**config.mk**
```make
export PLATFORM = sky130hd
export DESIGN_NAME = jedro_1_fetch_buf_flat
export DESIGN_NICKNAME = d
export VERILOG_FILES = /design/src/rtl/jedro_1_pkg.sv /design/src/rtl/jedro_1_fetch_buf_if.sv /design/src/rtl/jedro_1_instr_fifo.sv /design/src/rtl/jedro_1_fetch_buf.sv /design/src/flat_wrapper.sv
export SDC_FILE = /design/constraint.sdc
export NUM_CORES = 1
export LEC_CHECK = 0
export ABC_AREA = 1
export CAP_MARGIN = 5
export CORE_MARGIN = 3
export CORE_UTILIZATION = 50
export CTS_CLUSTER_DIAMETER = 40
export CTS_CLUSTER_SIZE = 28
export DETAILED_ROUTE_END_ITERATION = 12
export PLACE_DENSITY = 0.75
export SYNTH_ARGS = -nofsm -noshare
export SYNTH_HDL_FRONTEND = slang
export SYNTH_SLANG_ARGS = --single-unit
```
**constraint.sdc**
```tcl
create_clock -name clk_i -period 3.99 [get_ports clk_i]
set_clock_uncertainty 0.05 [all_clocks]
set_input_delay 0.5985 -clock clk_i [delete_from_list [all_inputs] [get_ports clk_i]]
set_output_delay 0.5985 -clock clk_i [all_outputs]
set_load 0.01 [all_outputs]
```
**src/rtl/jedro_1_pkg.sv**
```systemverilog
// Shared types and constants for the jedro_1 instruction fetch path.
package jedro_1_pkg;

    localparam int          INSTR_BYTES = 4;
    localparam logic [31:0] NOP_INSTR   = 32'h0000_0013;

    typedef struct packed {
        logic [31:0] instr;
        logic [31:0] addr;
    } fetch_entry_t;

endpackage

```
**src/rtl/jedro_1_fetch_buf_if.sv**
```systemverilog
// ROM read port plus the decoder-facing valid/ready handshake of the fetch buffer.
interface jedro_1_fetch_buf_if #(
    parameter int DATA_WIDTH = 32,
    parameter int ADDR_WIDTH = 32
);
    logic [ADDR_WIDTH-1:0] jmp_addr;
    logic                  jmp_addr_valid;
    logic                  mem_en;
    logic [ADDR_WIDTH-1:0] mem_addr;
    logic [DATA_WIDTH-1:0] mem_rdata;
    logic [DATA_WIDTH-1:0] instr;
    logic [ADDR_WIDTH-1:0] instr_addr;
    logic                  instr_valid;
    logic                  instr_ready;

    modport master (
        input  jmp_addr, jmp_addr_valid, mem_rdata, instr_ready,
        output mem_en, mem_addr, instr, instr_addr, instr_valid
    );

    modport slave (
        output jmp_addr, jmp_addr_valid, mem_rdata, instr_ready,
        input  mem_en, mem_addr, instr, instr_addr, instr_valid
    );
endinterface

```
**src/rtl/jedro_1_instr_fifo.sv**
```systemverilog
// Pointer-based FIFO of fetched words; flush empties it in one cycle.
module jedro_1_instr_fifo #(
    parameter int  DEPTH   = 4,
    parameter type entry_t = jedro_1_pkg::fetch_entry_t,
    localparam int PW      = $clog2(DEPTH)
) (
    input  logic          clk_i,
    input  logic          rst_i,
    input  logic          push_i,
    input  logic          pop_i,
    input  logic          flush_i,
    input  entry_t        wdata_i,
    output entry_t        rdata_o,
    output logic          full_o,
    output logic          empty_o,
    output logic [PW:0]   count_o
);
    entry_t        mem_q [DEPTH];
    logic [PW-1:0] rd_ptr_q, rd_ptr_d, wr_ptr_q, wr_ptr_d;
    logic [PW:0]   count_q, count_d;
    logic          do_push, do_pop;

    assign full_o  = (count_q == (PW+1)'(DEPTH));
    assign empty_o = (count_q == '0);
    assign count_o = count_q;
    assign rdata_o = mem_q[rd_ptr_q];

    assign do_push = push_i & ~full_o;
    assign do_pop  = pop_i & ~empty_o;

    // Power-of-two depth lets the pointers wrap by plain overflow.
    always_comb begin
        rd_ptr_d = rd_ptr_q;
        wr_ptr_d = wr_ptr_q;
        count_d  = count_q;
        if (flush_i) begin
            rd_ptr_d = '0;
            wr_ptr_d = '0;
            count_d  = '0;
        end else begin
            if (do_push) wr_ptr_d = wr_ptr_q + 1'b1;
            if (do_pop)  rd_ptr_d = rd_ptr_q + 1'b1;
            count_d = count_q + {{PW{1'b0}}, do_push} - {{PW{1'b0}}, do_pop};
        end
    end

    always_ff @(posedge clk_i) begin
        if (rst_i) begin
            rd_ptr_q <= '0;
            wr_ptr_q <= '0;
            count_q  <= '0;
        end else begin
            rd_ptr_q <= rd_ptr_d;
            wr_ptr_q <= wr_ptr_d;
            count_q  <= count_d;
        end
    end

    always_ff @(posedge clk_i) begin
        if (do_push && !flush_i) mem_q[wr_ptr_q] <= wdata_i;
    end
endmodule

```
**src/rtl/jedro_1_fetch_buf.sv**
```systemverilog
// Prefetch stage: sequential ROM fetch with one outstanding read, word FIFO, PC redirect.
module jedro_1_fetch_buf
    import jedro_1_pkg::*;
#(
    parameter int                     DATA_WIDTH = 32,
    parameter int                     ADDR_WIDTH = 32,
    parameter int                     DEPTH      = 4,
    parameter logic [ADDR_WIDTH-1:0]  BOOT_ADDR  = '0
) (
    input  logic                 clk_i,
    input  logic                 rst_i,
    jedro_1_fetch_buf_if.master  fb_if
);
    localparam int PW = $clog2(DEPTH);

    typedef struct packed {
        logic [DATA_WIDTH-1:0] instr;
        logic [ADDR_WIDTH-1:0] addr;
    } entry_t;

    logic [ADDR_WIDTH-1:0] pc_q, pc_d, addr_pipe_q, addr_pipe_d;
    logic                  inflight_q, inflight_d, discard_q, discard_d;
    logic [PW:0]           count;
    logic [PW+1:0]         credit;
    logic                  full, empty, jmp, issue, push, pop, valid;
    entry_t                wentry, head;

    assign jmp = fb_if.jmp_addr_valid;

    // Credit counts the outstanding read as occupied; a same-cycle pop is ignored.
    assign credit = {1'b0, count} + {{(PW+1){1'b0}}, inflight_q};
    assign issue  = ~rst_i & ~jmp & (credit < (PW+2)'(DEPTH));
    assign push   = inflight_q & ~discard_q;
    assign valid  = ~rst_i & ~empty & ~jmp;
    assign pop    = valid & fb_if.instr_ready;

    assign wentry.instr = fb_if.mem_rdata;
    assign wentry.addr  = addr_pipe_q;

    jedro_1_instr_fifo #(
        .DEPTH   (DEPTH),
        .entry_t (entry_t)
    ) u_fifo (
        .clk_i   (clk_i),
        .rst_i   (rst_i),
        .push_i  (push),
        .pop_i   (pop),
        .flush_i (jmp),
        .wdata_i (wentry),
        .rdata_o (head),
        .full_o  (full),
        .empty_o (empty),
        .count_o (count)
    );

    always_comb begin
        pc_d        = pc_q;
        addr_pipe_d = addr_pipe_q;
        inflight_d  = issue;
        discard_d   = 1'b0;
        if (jmp) begin
            pc_d      = {fb_if.jmp_addr[ADDR_WIDTH-1:2], 2'b00};
            discard_d = inflight_q;
        end else if (issue) begin
            pc_d        = pc_q + ADDR_WIDTH'(INSTR_BYTES);
            addr_pipe_d = pc_q;
        end
    end

    always_ff @(posedge clk_i) begin
        if (rst_i) begin
            pc_q        <= BOOT_ADDR;
            addr_pipe_q <= '0;
            inflight_q  <= 1'b0;
            discard_q   <= 1'b0;
        end else begin
            pc_q        <= pc_d;
            addr_pipe_q <= addr_pipe_d;
            inflight_q  <= inflight_d;
            discard_q   <= discard_d;
        end
    end

    always_ff @(posedge clk_i) begin
        if (!rst_i && !jmp) assert (!(push && full));
    end

    assign fb_if.mem_en      = issue;
    assign fb_if.mem_addr    = pc_q;
    assign fb_if.instr_valid = valid;
    assign fb_if.instr       = rst_i ? '0 : head.instr;
    assign fb_if.instr_addr  = rst_i ? '0 : head.addr;
endmodule
```
**src/flat_wrapper.sv**
```systemverilog
// flat-port wrapper written by rule: the top's interface ports become plain ports
module jedro_1_fetch_buf_flat import jedro_1_pkg::*;
#(
    parameter int                     DATA_WIDTH = 32,
    parameter int                     ADDR_WIDTH = 32,
    parameter int                     DEPTH      = 4,
    parameter logic [ADDR_WIDTH-1:0]  BOOT_ADDR  = '0
)
  (clk_i, rst_i, fb_if_jmp_addr, fb_if_jmp_addr_valid, fb_if_mem_rdata, fb_if_instr_ready, fb_if_mem_en, fb_if_mem_addr, fb_if_instr, fb_if_instr_addr, fb_if_instr_valid);
  jedro_1_fetch_buf_if #(.DATA_WIDTH(DATA_WIDTH), .ADDR_WIDTH(ADDR_WIDTH)) fb_if_i ();
  input  logic clk_i;
  input  logic rst_i;
  input wire logic [$bits(fb_if_i.jmp_addr)-1:0] fb_if_jmp_addr;
  input wire logic [$bits(fb_if_i.jmp_addr_valid)-1:0] fb_if_jmp_addr_valid;
  input wire logic [$bits(fb_if_i.mem_rdata)-1:0] fb_if_mem_rdata;
  input wire logic [$bits(fb_if_i.instr_ready)-1:0] fb_if_instr_ready;
  output wire logic [$bits(fb_if_i.mem_en)-1:0] fb_if_mem_en;
  output wire logic [$bits(fb_if_i.mem_addr)-1:0] fb_if_mem_addr;
  output wire logic [$bits(fb_if_i.instr)-1:0] fb_if_instr;
  output wire logic [$bits(fb_if_i.instr_addr)-1:0] fb_if_instr_addr;
  output wire logic [$bits(fb_if_i.instr_valid)-1:0] fb_if_instr_valid;
  assign fb_if_i.jmp_addr = fb_if_jmp_addr;
  assign fb_if_i.jmp_addr_valid = fb_if_jmp_addr_valid;
  assign fb_if_i.mem_rdata = fb_if_mem_rdata;
  assign fb_if_i.instr_ready = fb_if_instr_ready;
  assign fb_if_mem_en = fb_if_i.mem_en;
  assign fb_if_mem_addr = fb_if_i.mem_addr;
  assign fb_if_instr = fb_if_i.instr;
  assign fb_if_instr_addr = fb_if_i.instr_addr;
  assign fb_if_instr_valid = fb_if_i.instr_valid;
  jedro_1_fetch_buf #(.DATA_WIDTH(DATA_WIDTH), .ADDR_WIDTH(ADDR_WIDTH), .DEPTH(DEPTH), .BOOT_ADDR(BOOT_ADDR)) u_core (.clk_i(clk_i), .rst_i(rst_i), .fb_if(fb_if_i));
endmodule
```
After elaboration in Yosys (flattened, before gate mapping). Memories as Yosys holds them, arrays and structs flattened. A register that Yosys moved wholly into a read port is not among the register bits. Cells that the tools add are included.

Latch bits: 0. Memories: 1. Input port bits: 68. Memory bits (read-only): 0. RAM bits: 256. Register bits after elaboration: 73.

Shift-type cells: 0. Equal/unequal tests: 1. Magnitude comparators: 1. Muxes and demuxes: 8. Div/mod/pow operators: 0. Multiply operators: 0. Add/sub/neg operators: 6. Reductions and logical operators: 7. Bitwise logic cells: 13.

Memories: u_core.u_fifo.mem_q (depth 4, bits a word 64, read ports 1, clocked after Yosys merged registers in 1, wr ports 1, RTL line jedro_1_instr_fifo.sv:18) `entry_t mem_q [DEPTH];`.

Operators by type and width (number): 2-to-1 mux 32 bit (4); adder 32 x 3 -> 32 bit, second input constant (1); AND 1 bit (8); NOT 1 bit (5); adder 2 x 1 -> 2 bit, second input constant (2); adder 3 x 1 -> 4 bit (1); less-than comparator 4 x 3 -> 1 bit, second input constant (1); 2-to-1 mux 2 bit (2); OR reduction 2 bit (2); adder 3 x 1 -> 3 bit (1); equality test 3 bit, second input constant (1); zero test 3 bit (1); subtractor 3 x 1 -> 3 bit (1); 2-to-1 mux 1 bit (2); AND reduction 2 bit (1); nonzero test 2 bit (1); logical AND 1 bit (1); zero test 1 bit (1).

Depth between registers and ports, before layout. Gate-level depths: netlist of run 1.

Word-level depth: 8. Mapped depth: 11.

By module. A second synthesis of run 1 with hierarchy kept.

Cells, all modules: 1324. Area, all modules: 13769.5 um2.

Modules (own cells, without submodules): jedro_1_instr_fifo (area an instance 9992.1 um2, times used 1, cells each 690); jedro_1_fetch_buf (area an instance 3777.4 um2, times used 1, cells each 634).

Worst setup path after synthesis of run 1. No wires, ideal clock.

Path kind: input -> register. Start: input fb_if_jmp_addr_valid. End: memory u_core.u_fifo.mem_q[0][10] (netlist bit) (enable). Stages on the path: 4. Path slack: -312 ps. Library setup time: 482 ps. Buffers on the path: 1. Data arrival time: 3770 ps. Cell sequence: inv_1 clkbuf_1 nand3_1 nor2_1.

Cells in the longest elaborated chain, start to end: 4.

Ends and longest elaborated chain: start, declared (RTL line flat_wrapper.sv:14) `input wire logic [$bits(fb_if_i.jmp_addr_valid)-1:0] fb_if_jmp_addr_valid;`; zero test 1 bit; logical AND 1 bit (RTL line jedro_1_instr_fifo.sv:60) `if (do_push && !flush_i) mem_q[wr_ptr_q] <= wdata_i;`; 2-to-1 mux 1 bit (RTL line jedro_1_instr_fifo.sv:60); 2-to-1 mux 1 bit (implied by the code) (RTL line jedro_1_instr_fifo.sv:60); end, declared (RTL line jedro_1_instr_fifo.sv:18).

No other way between the ends.

==> metrics.md, run 1 <==
| Metric | Value |
|---|---|
| Status | `completed` |
| Max incr delay on CP | `0.61 ns` |
| # clock sinks | `319` |
| Vias | `9691` |
| Internal power | `around 0.0060 W` |
| Cell Count, Final, Fillers Out | `approximately 1800` |
| CP Cell Sequence | `clkinv_2 -> buf_4 -> o21ai_0 -> a21oi_1 -> clkdlybuf4s50_1` |
| RSZ-0062 raised after global routing | `no` |
| Lkg Pwr | `slightly below 6 nW` |
| Peak Freq | `around 0.28 GHz` |
| Combinational Power Share | `0.056` |
| Worst rel slew slack | `0.279` |
| Synth Area in Adders | `0.00901` |
| Share of flip-flops with an asynchronous set or reset | `0` |
| I/O pins | `roughly 170` |
| Crit-path max FO | `80` |
| Post-route ant nets | `0` |
| Initial antenna violation count | `0` |
| Post-Route WL | `30000 um` |
| Register-to-Register Path Depth | `9` |
| ANT cells | `0` |
| Pre-CTS setup slack | `roughly 0.90 ns` |
| Worst min path class | `register to register` |
| CTS tree | `done` |
| Crit path DAT | `2.92 ns` |
| Switching Power | `around 0.0017 W` |
| DP Wirelength | `between 15000 and 20000 um` |
| Die boundary height | `around 170 um` |
| 1st-pass router iterations | `5` |
| Number of synthesized register bits | `319` |
| Final setup fails | `0` |
| PortBufs | `between 150 and 200` |
| Synth Area in XOR/XNOR | `0.00525` |
| Post-Syn Area | `roughly 13000 um^2` |
| Simple-Gate Fraction of Synth Area | `0.167` |
| # hold bufs at CTS | `0` |
| Initial core utilization | `0.510` |
| HP Start | `u_core.u_fifo.rd_ptr_q[1]$_SDFFE_PP0P_` |
| Kind of critical path | `register to primary output` |
| Clk pwr share | `0.458` |
| Num rows | `between 50 and 60` |
| Mux share of post-synthesis cell area | `0` |
| First-pass GRT wire length | `roughly 47000 um` |
| Crit-path slowest cell | `clkdlybuf4s50_1` |
| Max Cap Viol | `0` |
| Setup ws final | `0.422 ns` |
| Fin crit period | `about 3.6 ns` |
| Root Driver | `clkbuf_16` |
| Ys flop type | `edfxtp_1` |
| Gp weighted congestion | `~0.84` |
| Maximum VDD drop | `0.303 mV` |
| Clock transition at path regs | `0.07 ns` |
| Number of post-CTS setup repair buffers | `0` |
| Wire per inst | `~16 um` |
| Post-synth top cells | `nor2_1 (314), edfxtp_1 (248), o21ai_0 (165)` |
| Top cells by area, synth | `edfxtp_1 (56%), dfxtp_1 (11%), nor2_1 (8.8%)` |
| Slew of the pin with the lowest slew margin | `about 1.1 ns` |
| Layout cells sized above 1 | `0.0722` |
| Post-synthesis sequential area ratio | `0.665` |
| Reg2reg end | `u_core.addr_pipe_q[29]$_SDFFE_PP0P_` |
| R2r startpoint | `u_core.u_fifo.count_o[1]$_SDFF_PP0_` |
| Post-synthesis cell count | `1311` |
| WP data required | `roughly 3.3 ns` |
| Max H-tree Level | `2` |
| Initial drt markers | `~760` |
| # resized after CTS | `0` |
| Most frequent cell after synthesis | `nor2_1` |
| Hold slack | `about 0.42 ns` |
| Via density | `5.33` |
| Largest family of logic cells by synthesized area | `simple AND/OR/NAND/NOR gates` |
| Tot GR Track Use | `0.204` |
| Sequential power share | `0.486` |
| Top cell type's share of synthesized area | `0.558` |
| Final Core Density | `0.632` |
| Pwr Density | `approximately 460 nW/um^2` |
| Post-synth EDFFs | `248` |
| Num CTS Buffers | `37` |
| Worst-Skew Late Latency | `around 0.53 ns` |
| Grt ovf | `0` |
| Post-synth cell types | `28` |
| Hold depth | `2` |
| Crit end category | `primary output` |
| Die Wd | `approximately 170 um` |
| R2R Setup Slk | `roughly 1.6 ns` |
| Die ar. | `roughly 29000 um^2` |
| Core area | `~26000 um^2` |
| Vias in the first global route | `9418` |
| Yosys warning total | `0` |
| Synth area leader | `edfxtp_1` |
| Startpoint types | `register` |
| Placed cell count | `~1800` |
| Max Root-Sink Buffers | `3` |
| Largest net degree at the start of global routing | `~80` |
| Final hold viol count | `0` |
| # nets final | `around 1500` |
| Area growth, synth to finish | `23.9%` |
| Final Cycle Share | `0.894` |
| Synth Area per Inst | `10.2 um^2` |
| Drt drc | `0` |
| Sw frac | `0.221` |
| Synth Area in Compound Gates | `0.108` |
| Max-slew violation count | `0` |
==> state kept, by name (all words and copies together), names as in the netlist, named ones only <==
name and flops:
u_core.u_fifo.mem_q 248, u_core.u_fifo.count_o 3, u_core.u_fifo.wr_ptr_q 2, u_core.addr_pipe_q 30
u_core.u_fifo.rd_ptr_q 2, u_core.fb_if.mem_addr 30, u_core.inflight_q 1, u_core.discard_q 1
==> cells by family after synthesis <==
| kind of cell | after synthesis |
|---|---|
| AO/OA/AOI/OAI | 286 |
| XOR/XNOR | 8 |
| adder cells (fa/ha/maj) | 9 |
| buffers and inverters | 148 |
| flip-flops | 319 |
| other | 1 |
| AND/OR/NAND/NOR | 540 |
==> layout make-up <==
class,count,area (um^2)
flip-flops and latches,319,8870
inverters,74,279
well taps,335,419
multi-input cells,847,3890
fillers,2021,9600
clock inverters,25,320
clock buffers,42,987
repair buffers,175,1760
==> worst max-delay path by stage <==
stage | from | end | depth (start not counted)
after detailed placement | fb_if_jmp_addr_valid | fb_if_mem_en | 5
final | register | fb_if_instr_addr[11] | 5
after CTS | register | fb_if_instr_addr[12] | 5
after floorplan | fb_if_jmp_addr_valid | u_core.u_fifo.mem_q[0][10]$_DFFE_PP_ | 4
after global routing | register | fb_if_instr_addr[11] | 5
after global placement | fb_if_jmp_addr_valid | fb_if_mem_en | 5
==> layer usage <==
layer	global-route usage	vias to the layer above	wire length, um
met1	0.269	4539	12800
met3	0.0394	67	2090
met2	0.346	340	14400
met5	0	-	0
met4	0.0647	0	668
li1	-	4745	-
==> power by group through the flow <==
stage,clock network [W],registers (W),logic (W)
3_5_place_dp,0,0.00378,0.000421
5_1_grt,0.00369,0.00372,0.000468
2_1_floorplan,0,0.00377,0.000197
3_3_place_gp,0,0.00378,0.000415
4_1_cts,0.00355,0.00371,0.000426
6_report,0.00350,0.00372,0.000424
==> through the flow <==
| step | total power, W | setup TNS, ns | cell area [um^2] |
|---|---|---|---|
| after global placement | 0.00419 | 0 | 15200 |
| after CTS | 0.00769 | 0 | 16500 |
| after detailed placement | 0.00420 | 0 | 15200 |
| final | 0.00764 | 0 | 16500 |
| after floorplan | 0.00397 | -77.38 | 13300 |
| after global routing | 0.00788 | 0 | 16500 |
==> placed cells by master (no fill, tap or decap), drive strengths merged <==
cell,synthesis,final
nand2,149,149
conb,1,4
clkinvlp,0,2
clkdlybuf4s50,0,158
o21ai,168,168
dfxtp,71,71
fa,1,1
clkbuf,40,42
ha,8,8
nor3,4,4
clkinv,0,11
xor2,5,5
xnor2,3,3
a21oi,117,117
edfxtp,248,248
nand3,58,58
and2,3,3
nor2,326,326
bufinv,0,4
buf,34,17
a21boi,1,1
inv,74,82
==> worst max-delay path, delay by kind of cell (launching register included) <==
kind,cells,cell delay [ns]
flops,1,0.50
buf+inv,3,1.29
compound gates,2,0.55
Power figures use the tool's default switching activity.
==> inputs of run 2 (changes only) <==
- CTS_CLUSTER_SIZE: 28 -> 40
==> results of run 2 <==
No change in the layout: final DEF, timing and power equal those of run 1.
